[src/rtl/monitor_verdict_serializer.sv]
// Snapshots active monitor outputs into a FIFO and serializes each as header + per-stream data beats.
// Header appears two cycles after capture; valid/ready output holds beats under stall, full FIFO drops snapshots.

module sync_fifo #(
  parameter int W     = 8,
  parameter int DEPTH = 4
) (
  input  logic                     clk,
  input  logic                     rst,
  input  logic                     push,
  input  logic [W-1:0]             wdata,
  input  logic                     pop,
  output logic [W-1:0]             rdata,
  output logic                     full,
  output logic                     empty,
  output logic [$clog2(DEPTH):0]   count
);
  localparam int AW = $clog2(DEPTH);
  localparam int CW = AW + 1;

  logic [W-1:0]  mem [DEPTH];
  logic [AW-1:0] wp, rp;
  logic          do_push, do_pop;

  assign empty   = (count == '0);
  assign full    = (count == CW'(DEPTH));
  assign do_pop  = pop & ~empty;
  // a pop in the same cycle frees the slot, so a full FIFO can still take a push
  assign do_push = push & (~full | do_pop);
  assign rdata   = mem[rp];

  always_ff @(posedge clk or negedge rst) begin
    if (!rst) begin
      wp    <= '0;
      rp    <= '0;
      count <= '0;
    end else begin
      if (do_push) wp <= wp + AW'(1);
      if (do_pop)  rp <= rp + AW'(1);
      case ({do_push, do_pop})
        2'b10:   count <= count + CW'(1);
        2'b01:   count <= count - CW'(1);
        default: ;
      endcase
    end
  end

  always_ff @(posedge clk) begin
    if (do_push) mem[wp] <= wdata;
  end
endmodule

module monitor_verdict_serializer #(
  parameter int N_OUT = 14,
  parameter int DEPTH = 4
) (
  input  logic                 clk,
  input  logic                 rst,
  input  logic                 en,
  input  logic [N_OUT*64-1:0]  out_data,
  input  logic [N_OUT-1:0]     out_aktv,
  output logic [63:0]          m_data,
  output logic                 m_valid,
  input  logic                 m_ready,
  output logic                 m_last,
  output logic                 overflow,
  output logic [15:0]          drop_cnt
);
  localparam int IW = (N_OUT > 1) ? $clog2(N_OUT) : 1;
  localparam int EW = 32 + N_OUT + 64 * N_OUT;
  localparam int CW = $clog2(DEPTH) + 1;

  typedef enum logic [1:0] {IDLE, HDR, DATA} state_t;

  state_t              state, state_nx;
  logic [IW-1:0]       idx, idx_nx;
  logic [31:0]         ts;
  logic                snap_req, accept, drop, pop;
  logic                full, empty;
  logic [CW-1:0]       count;
  logic [EW-1:0]       head;
  logic [31:0]         head_ts;
  logic [N_OUT-1:0]    head_mask;
  logic [N_OUT*64-1:0] head_data;
  logic [IW-1:0]       lo_idx, nx_idx;
  logic                has_nx;
  logic [63:0]         hdr_word, sel_word;

  assign snap_req = en & (|out_aktv);
  assign accept   = snap_req & (~full | pop);
  assign drop     = snap_req & ~accept;

  sync_fifo #(.W(EW), .DEPTH(DEPTH)) u_fifo (
    .clk   (clk),
    .rst   (rst),
    .push  (snap_req),
    .wdata ({ts, out_aktv, out_data}),
    .pop   (pop),
    .rdata (head),
    .full  (full),
    .empty (empty),
    .count (count)
  );

  assign head_ts   = head[EW-1 -: 32];
  assign head_mask = head[64*N_OUT +: N_OUT];
  assign head_data = head[N_OUT*64-1:0];

  always_ff @(posedge clk or negedge rst) begin
    if (!rst) begin
      ts       <= '0;
      overflow <= 1'b0;
      drop_cnt <= '0;
    end else begin
      if (en) ts <= ts + 32'd1;
      if (drop) begin
        overflow <= 1'b1;
        if (drop_cnt != 16'hFFFF) drop_cnt <= drop_cnt + 16'd1;
      end
    end
  end

  // Descending scan leaves the lowest qualifying bit as the winner.
  always_comb begin
    lo_idx   = '0;
    nx_idx   = '0;
    has_nx   = 1'b0;
    sel_word = '0;
    for (int i = N_OUT - 1; i >= 0; i--) begin
      if (head_mask[i]) lo_idx = IW'(i);
      if (head_mask[i] && (i > int'(idx))) begin
        nx_idx = IW'(i);
        has_nx = 1'b1;
      end
    end
    for (int i = 0; i < N_OUT; i++) begin
      if (idx == IW'(i)) sel_word = head_data[64*i +: 64];
    end
    hdr_word              = '0;
    hdr_word[63:32]       = head_ts;
    hdr_word[N_OUT-1:0]   = head_mask;
  end

  always_ff @(posedge clk or negedge rst) begin
    if (!rst) begin
      state <= IDLE;
      idx   <= '0;
    end else begin
      state <= state_nx;
      idx   <= idx_nx;
    end
  end

  always_comb begin
    state_nx = state;
    idx_nx   = idx;
    m_valid  = 1'b0;
    m_last   = 1'b0;
    m_data   = '0;
    pop      = 1'b0;
    case (state)
      IDLE: begin
        if (!empty) state_nx = HDR;
      end
      HDR: begin
        m_valid = 1'b1;
        m_data  = hdr_word;
        if (m_ready) begin
          state_nx = DATA;
          idx_nx   = lo_idx;
        end
      end
      DATA: begin
        m_valid = 1'b1;
        m_data  = sel_word;
        m_last  = ~has_nx;
        if (m_ready) begin
          if (has_nx) begin
            idx_nx = nx_idx;
          end else begin
            pop = 1'b1;
            // a snapshot landing in the pop cycle keeps the stream back-to-back
            state_nx = ((count > CW'(1)) || accept) ? HDR : IDLE;
          end
        end
      end
      default: state_nx = IDLE;
    endcase
  end
endmodule

[config.mk]
export PLATFORM = sky130hd
export DESIGN_NAME = monitor_verdict_serializer
export DESIGN_NICKNAME = d
export VERILOG_FILES = /design/src/rtl/monitor_verdict_serializer.sv
export SDC_FILE = /design/constraint.sdc
export NUM_CORES = 2
export LEC_CHECK = 0
export BUFFER_PORTS_ARGS = -buffer_cell sky130_fd_sc_hd__buf_2
export CAP_MARGIN = 20
export CORE_MARGIN = 4
export CORE_UTILIZATION = 40
export CTS_CLUSTER_DIAMETER = 50
export DETAILED_ROUTE_END_ITERATION = 12
export GPL_ROUTABILITY_DRIVEN = 1
export PLACE_DENSITY = 0.69
export SETUP_SLACK_MARGIN = 0.4
export SLEW_MARGIN = 20
export SYNTH_ARGS = -nofsm -noshare
export SYNTH_HDL_FRONTEND = slang
export SYNTH_SLANG_ARGS = --single-unit
export TNS_END_PERCENT = 10
[constraint.sdc]
create_clock -name clk -period 30.3 [get_ports clk]
set_input_delay 6.06 -clock clk [delete_from_list [all_inputs] [get_ports clk]]
set_output_delay 6.06 -clock clk [all_outputs]
set_load 0.005 [all_outputs]
# ---- After elaboration in Yosys (flattened, before gate mapping)
# Memory sizes are Yosys's and may differ from the RTL's.
# Cells that the tools add are included.
dict set report totals {
  out_inout_bits 83
  mem_count 1
  latchBits 0
  word_cells 161
  mem_bits_ro 0
  ram_bits 3768
  ff_bits 62
}
# name words width rd rd_ports_with_merged_regs write_ports line_no
set memory_table {}
lappend memory_table {u_fifo.mem 4 942 1 0 1 21} ;# logic [W-1:0] mem [DEPTH];
dict set report classes {
  n_bitwise 11
  addsub 6
  muxes 73
  div 0
  mul 0
  shift 0
  order_cmp 14
  reduce_logical 24
  n_eq_ne 24
}
# cell count
set op_table {}
lappend op_table {{64-bit 2-to-1 mux} 14}
lappend op_table {{64-bit one-hot mux with 2 select lines} 1}
lappend op_table {{4-bit 2-to-1 mux} 30}
lappend op_table {{32-bit by 1-bit adder with 32-bit output, second input constant} 1}
lappend op_table {{4-bit == test, second input constant} 6}
lappend op_table {{4-bit > comparator, first input constant} 6}
lappend op_table {{1-bit 2-to-1 mux} 21}
lappend op_table {{16-bit by 1-bit adder with 16-bit output, second input constant} 1}
lappend op_table {{4-bit by 3-bit == test with 1-bit output, second input constant} 4}
lappend op_table {{3-bit by 4-bit > comparator with 1-bit output, first input constant} 4}
lappend op_table {{16-bit inequality test, second input constant} 1}
lappend op_table {{14-bit OR reduction} 1}
lappend op_table {{1-bit logical AND} 13}
lappend op_table {{2-bit inequality test, second input constant} 5}
lappend op_table {{4-bit by 2-bit == test with 1-bit output, second input constant} 2}
lappend op_table {{2-bit by 4-bit > comparator with 1-bit output, first input constant} 2}
lappend op_table {{2-bit 2-to-1 mux} 4}
lappend op_table {{4-bit one-hot mux with 2 select lines} 1}
lappend op_table {{4-bit AND reduction} 2}
lappend op_table {{2-bit one-hot mux with 3 select lines} 1}
lappend op_table {{3-bit one-hot mux with 2 select lines} 1}
lappend op_table {{1-bit AND} 5}
lappend op_table {{2-bit by 1-bit adder with 2-bit output, second input constant} 2}
lappend op_table {{2-bit by 1-bit == test with 1-bit output, second input constant} 2}
lappend op_table {{16 further kinds} 22}

# ---- Depth between registers and ports, before layout
dict set report logic_depth {
  word_depth 25
  depth_mapped 14
  ltp_nobuf 11
}

# ---- By module
# A second synthesis with hierarchy kept.
dict set report unflattened {
  cells_unflattened 6478
  hier_area_um2 147133.6
}
# mod seq_area_each_um2 instances cells_per_inst area_per_inst_um2
set by_module_without_submodules {}
lappend by_module_without_submodules {sync_fifo 113323.7 1 4974 136026.7}
lappend by_module_without_submodules {monitor_verdict_serializer 1376.3 1 1504 11106.9}

# ---- Worst setup path after synthesis
# OpenSTA, ideal clock, no wires.
dict set report synth_timing {
  kind {input to register}
  startpoint {input en}
  endpoint {memory u_fifo.mem[2][0] (netlist bit) (enable)}
  stages 5
  t_arrival_ps 27931
  n_path_buf 1
  setup_slack_ps 931
  setup_time_ps 1437
  path_cell_list {clkbuf_1 -> inv_1 -> a41oi_1 -> o21a_4 -> and2_1}
}
dict set report synth_between {
  elab_chain_cells 4
}
# element line_no
set synth_lines {}
lappend synth_lines {{start, declared} 59} ;# input logic en,
lappend synth_lines {{1-bit AND} 89} ;# assign snap_req = en & (|out_aktv);
lappend synth_lines {{1-bit AND} 29} ;# assign do_push = push & (~full | do_pop);
lappend synth_lines {{1-bit 2-to-1 mux} 49} ;# if (do_push) mem[wp] <= wdata;
lappend synth_lines {{1-bit 2-to-1 mux (not written as such)} 49}
lappend synth_lines {{end, declared} 21}
# No other way between the ends.

# ---- Worst setup path in the final report
dict set report layout_timing {
  startpoint {register u_fifo.rp[0]}
  endpoint {output m_data[42]}
}
dict set report layout_between {
  elab_chain_cells 16
}
# element line_no
set layout_lines {}
lappend layout_lines {{start, declared} 22} ;# logic [AW-1:0] wp, rp;
lappend layout_lines {{start signal, assigned} 39} ;# if (do_pop) rp <= rp + AW'(1);
lappend layout_lines {{memory 4 x 942 bit (*)} --}
lappend layout_lines {{64-bit 2-to-1 mux (14 in a row)} 137} ;# if (idx == IW'(i)) sel_word = head_data[64*i +: 64];
lappend layout_lines {{64-bit one-hot mux with 2 select lines (*)} 161} ;# case (state)
lappend layout_lines {{end, declared} 62} ;# output logic [63:0] m_data,
# Every way passes the cells marked *; elsewhere a longest branch is shown, timed or not.

==> flow_metrics.tcl <==
set metrics [dict create \
    status "completed" \
    gp_congestion 0.836 \
    die_w_um 612 \
    syn_area_um2 146000 \
    rsz0062_at_grt "false" \
    hold_class "reg -> reg" \
    pwr-share-seq 0.480 \
    insertion_delay_ns 0.99 \
    tns_ns 0 \
    fin_ws_ns 16.31 \
    clock_skew_ns 0.0861 \
    setup_viol 0 \
    period_share 0.462 \
    fmax_ghz 0.0715 \
    ctsHoldBuffers 0 \
    cp-startpoint "u_fifo.rp[0]" \
    coreArea_um2 363000 \
    die_area_um2 375000 \
    dp_hpwl_um 308000 \
    fin_crit_ns 13.99 \
    area_delta_synth_final_pct 17.6 \
    wirelength_um 456000 \
    first_pass_iters 6 \
    cp_max_fo 42 \
    max-cap-violations 0 \
    worstMarginPinSlew_ns 1.26 \
    synth_top_family_by_area "multiplexers" \
    std_cell_rows 221 \
    async_reset_ff_frac 0.0162 \
    cts_tree "done" \
    synthesis.instances 6447 \
    syn-num-nets 7377 \
    vias_per_cell 5.76 \
    path_clk_slew_ns 0.06 \
    ys_seq_elements 3830 \
    vias 76000 \
    synthSimpleGateAreaFrac 0.0167 \
    clockRootBuffer "clkbuf_16" \
    leakagePower_nw 54.8 \
    cellPowerDensity_nw_per_um2 87.8 \
    min_from "overflow" \
    die_h_um 612 \
    synth_edf_count 3768 \
    finalHoldViolations 0 \
    cp_data_required_time_ns 24.24 \
    cts_resized 0 \
    grt_pass1_vias 75600 \
    crit_type "reg -> out" \
    synth-main-ff-cell "edfxtp_1" \
    yosys-mux-area-fraction 0.152 \
    dp_cells 12100 \
    htree_num_levels 5 \
    clk_path_buf_depth 4 \
    cts_buffers 410 \
    grt_max_degree 154 \
    drive_above_1_share 0.351 \
    synth_compound_area_frac 0.0286 \
    synthAdderAreaFrac 0.00137 \
    critPathArrivalTime_ns 7.93 \
    switchingPower_mw 4.41 \
    rr_startpoint "u_fifo.rp[0]" \
    synth-xor-area-share 0.00306 \
    cts_sinks 3830 \
    yosys.area.top_type "edfxtp_1" \
    max-slew-margin-rel 0.152 \
    p_sw_frac 0.292 \
    overflow 0 \
    fin_cells 13200 \
    ys_warn_count 0 \
    yosysMostFrequentCell "edfxtp_1" \
    synth.avg_cell_area_um2 22.7 \
    synth_area_leaders "edfxtp_1, mux4_2, dfrtp_1" \
    synth_common_cells "edfxtp_1, mux4_2, nand2_1" \
    io_pins 997 \
    dp_slack_ns 17.13 \
    drc 0 \
    yosysTopAreaCellShare 0.774 \
    wl_per_cell_um 34.6 \
    critPathLaunchType "flip-flop" \
    synthDistinctLibCells 73 \
    postCtsSetupBuffers 0 \
    fin_nets 8600 \
    end_kind "output port" \
    pwr-share-clk 0.334 \
    drt_iter0_markers 9746 \
    worst_ir_drop_vdd_v 0.0000961 \
    grtUsageTotal 0.237 \
    p_comb_frac 0.186 \
    postRouteAntennaNets 0 \
    fill_cells 29300 \
    antenna_found_initial 476 \
    p_int_mw 10.7 \
    seq_area_frac_synth 0.785 \
    grt_pass1_wl_um 615000 \
    portBuffers 996 \
    drv_slew 0 \
    initial_core_util 0.403 \
]
-- layout make-up --
type	instances	area (um^2)	area share
Antenna cell	381	953	0.00555
Tap cell	4794	6000	0.0349
Multi-Input combinational cell	2251	29900	0.174
Clock buffer	504	10700	0.0625
Timing Repair Buffer	1158	6500	0.0378
Clock inverter	251	2960	0.0172
Inverter	19	78.8	0.000459
Sequential cell	3830	115000	0.668
-- placed cells by master (no fill, tap or decap), types with 10 or more instances in the layout --
cell type   Yosys  layout
a22oi_1       138     138
a21oi_1       118     110
clkbuf_1      142      84
mux2i_1        55      55
inv_8           0      12
nand4_1        29      29
buf_12          0      20
clkinv_2        0      56
a211oi_1       44      28
clkinv_1        1      67
nor2_1         85      78
bufinv_16       0      46
and3_1         17      17
clkinvlp_4      0      23
buf_2          77     996
edfxtp_1     3768    3768
xor2_1         17      17
ha_1           16      16
clkbuf_16       0     412
inv_1          18      17
a22o_1         38      38
o22ai_1        66      66
nand2_1       231     225
mux4_2        960     960
diode_2         0     381
clkinv_16       0      11
buf_4          94     137
dfrtp_1        62      56
inv_6           0      18
o21ai_0       147     144
a2bb2oi_1      10      10
a211oi_2        1      16
nand3_1        51      51
nor4_1         16      16
nor3_1         39      31
xnor2_1        34      34
-- path summary, 6_finish.rpt --
check | endpoint | slack [ns] | cells after the start
setup / recovery | m_data[42] | 16.31 | 12
hold reg to reg | overflow | 0.50 | 1
hold / removal | overflow | 0.50 | 1
min in group asynchronous | drop_cnt[10] | 5.29 | 2
max in group asynchronous | idx[1] | 24.30 | 2
setup reg to reg | u_fifo.mem[3][400] | 21.64 | 13
-- flip-flops by register name, indices dropped and copies added, names as in the netlist --
| register | flops |
|---|---|
| overflow | 1 |
| drop_cnt | 16 |
| u_fifo.wp | 2 |
| u_fifo.count | 3 |
| ts | 32 |
| u_fifo.rp | 2 |
| u_fifo.mem | 3768 |
| idx | 4 |
| state | 2 |
-- kinds of logic after synthesis --
kind of cell / count (synthesis)
buffers and inverters: 366
AO/OA/AOI/OAI: 639
XOR/XNOR: 51
adder cells (fa/ha/maj): 16
multiplexers: 1023
AND/OR/NAND/NOR: 522
flip-flops: 3830
-- metal layers --
metal / GRT usage / wire, um / part of all wire
met1: 0.282 / 154000 / 0.34
met2: 0.379 / 222000 / 0.49
met3: 0.0709 / 48200 / 0.11
met4: 0.145 / 30400 / 0.067
met5: 0 / 1170 / 0.0026
-- worst max-delay path, stage by stage, from the launching register on --
cell	delay [ns]
dfrtp_4	0.85
buf_4	0.71
buf_4	0.76
buf_4	0.71
buf_4	0.78
mux4_2	0.59
mux2i_1	0.17
nor3_1	0.09
a211oi_2	0.78
nor4_1	0.25
a211oi_1	0.70
o21ai_0	0.19
buf_2	0.22
-- power groups by stage --
| stage | clock, mW | sequential, mW | combinational, mW |
|---|---|---|---|
| after global routing | 5.35 | 7.31 | 2.94 |
| after floorplan | 0 | 8.43 | 1.31 |
| after CTS | 5.11 | 7.24 | 2.88 |
| final | 5.03 | 7.25 | 2.81 |
| after global placement | 0 | 7.27 | 2.84 |
| after detailed placement | 0 | 7.35 | 2.87 |
-- metrics by stage --
step | power (mW) | util | area (um^2) | hold WS, ns
after floorplan | 9.73 | - | 146000 | 0.468
after global placement | 10.1 | 0.433 | 157000 | 0.465
final | 15.1 | 0.473 | 172000 | 0.496
after global routing | 15.6 | 0.472 | 171000 | 0.503
after detailed placement | 10.2 | 0.433 | 157000 | 0.475
after CTS | 15.2 | 0.471 | 171000 | 0.495
Note: power is estimated with default switching activity, not from simulation.
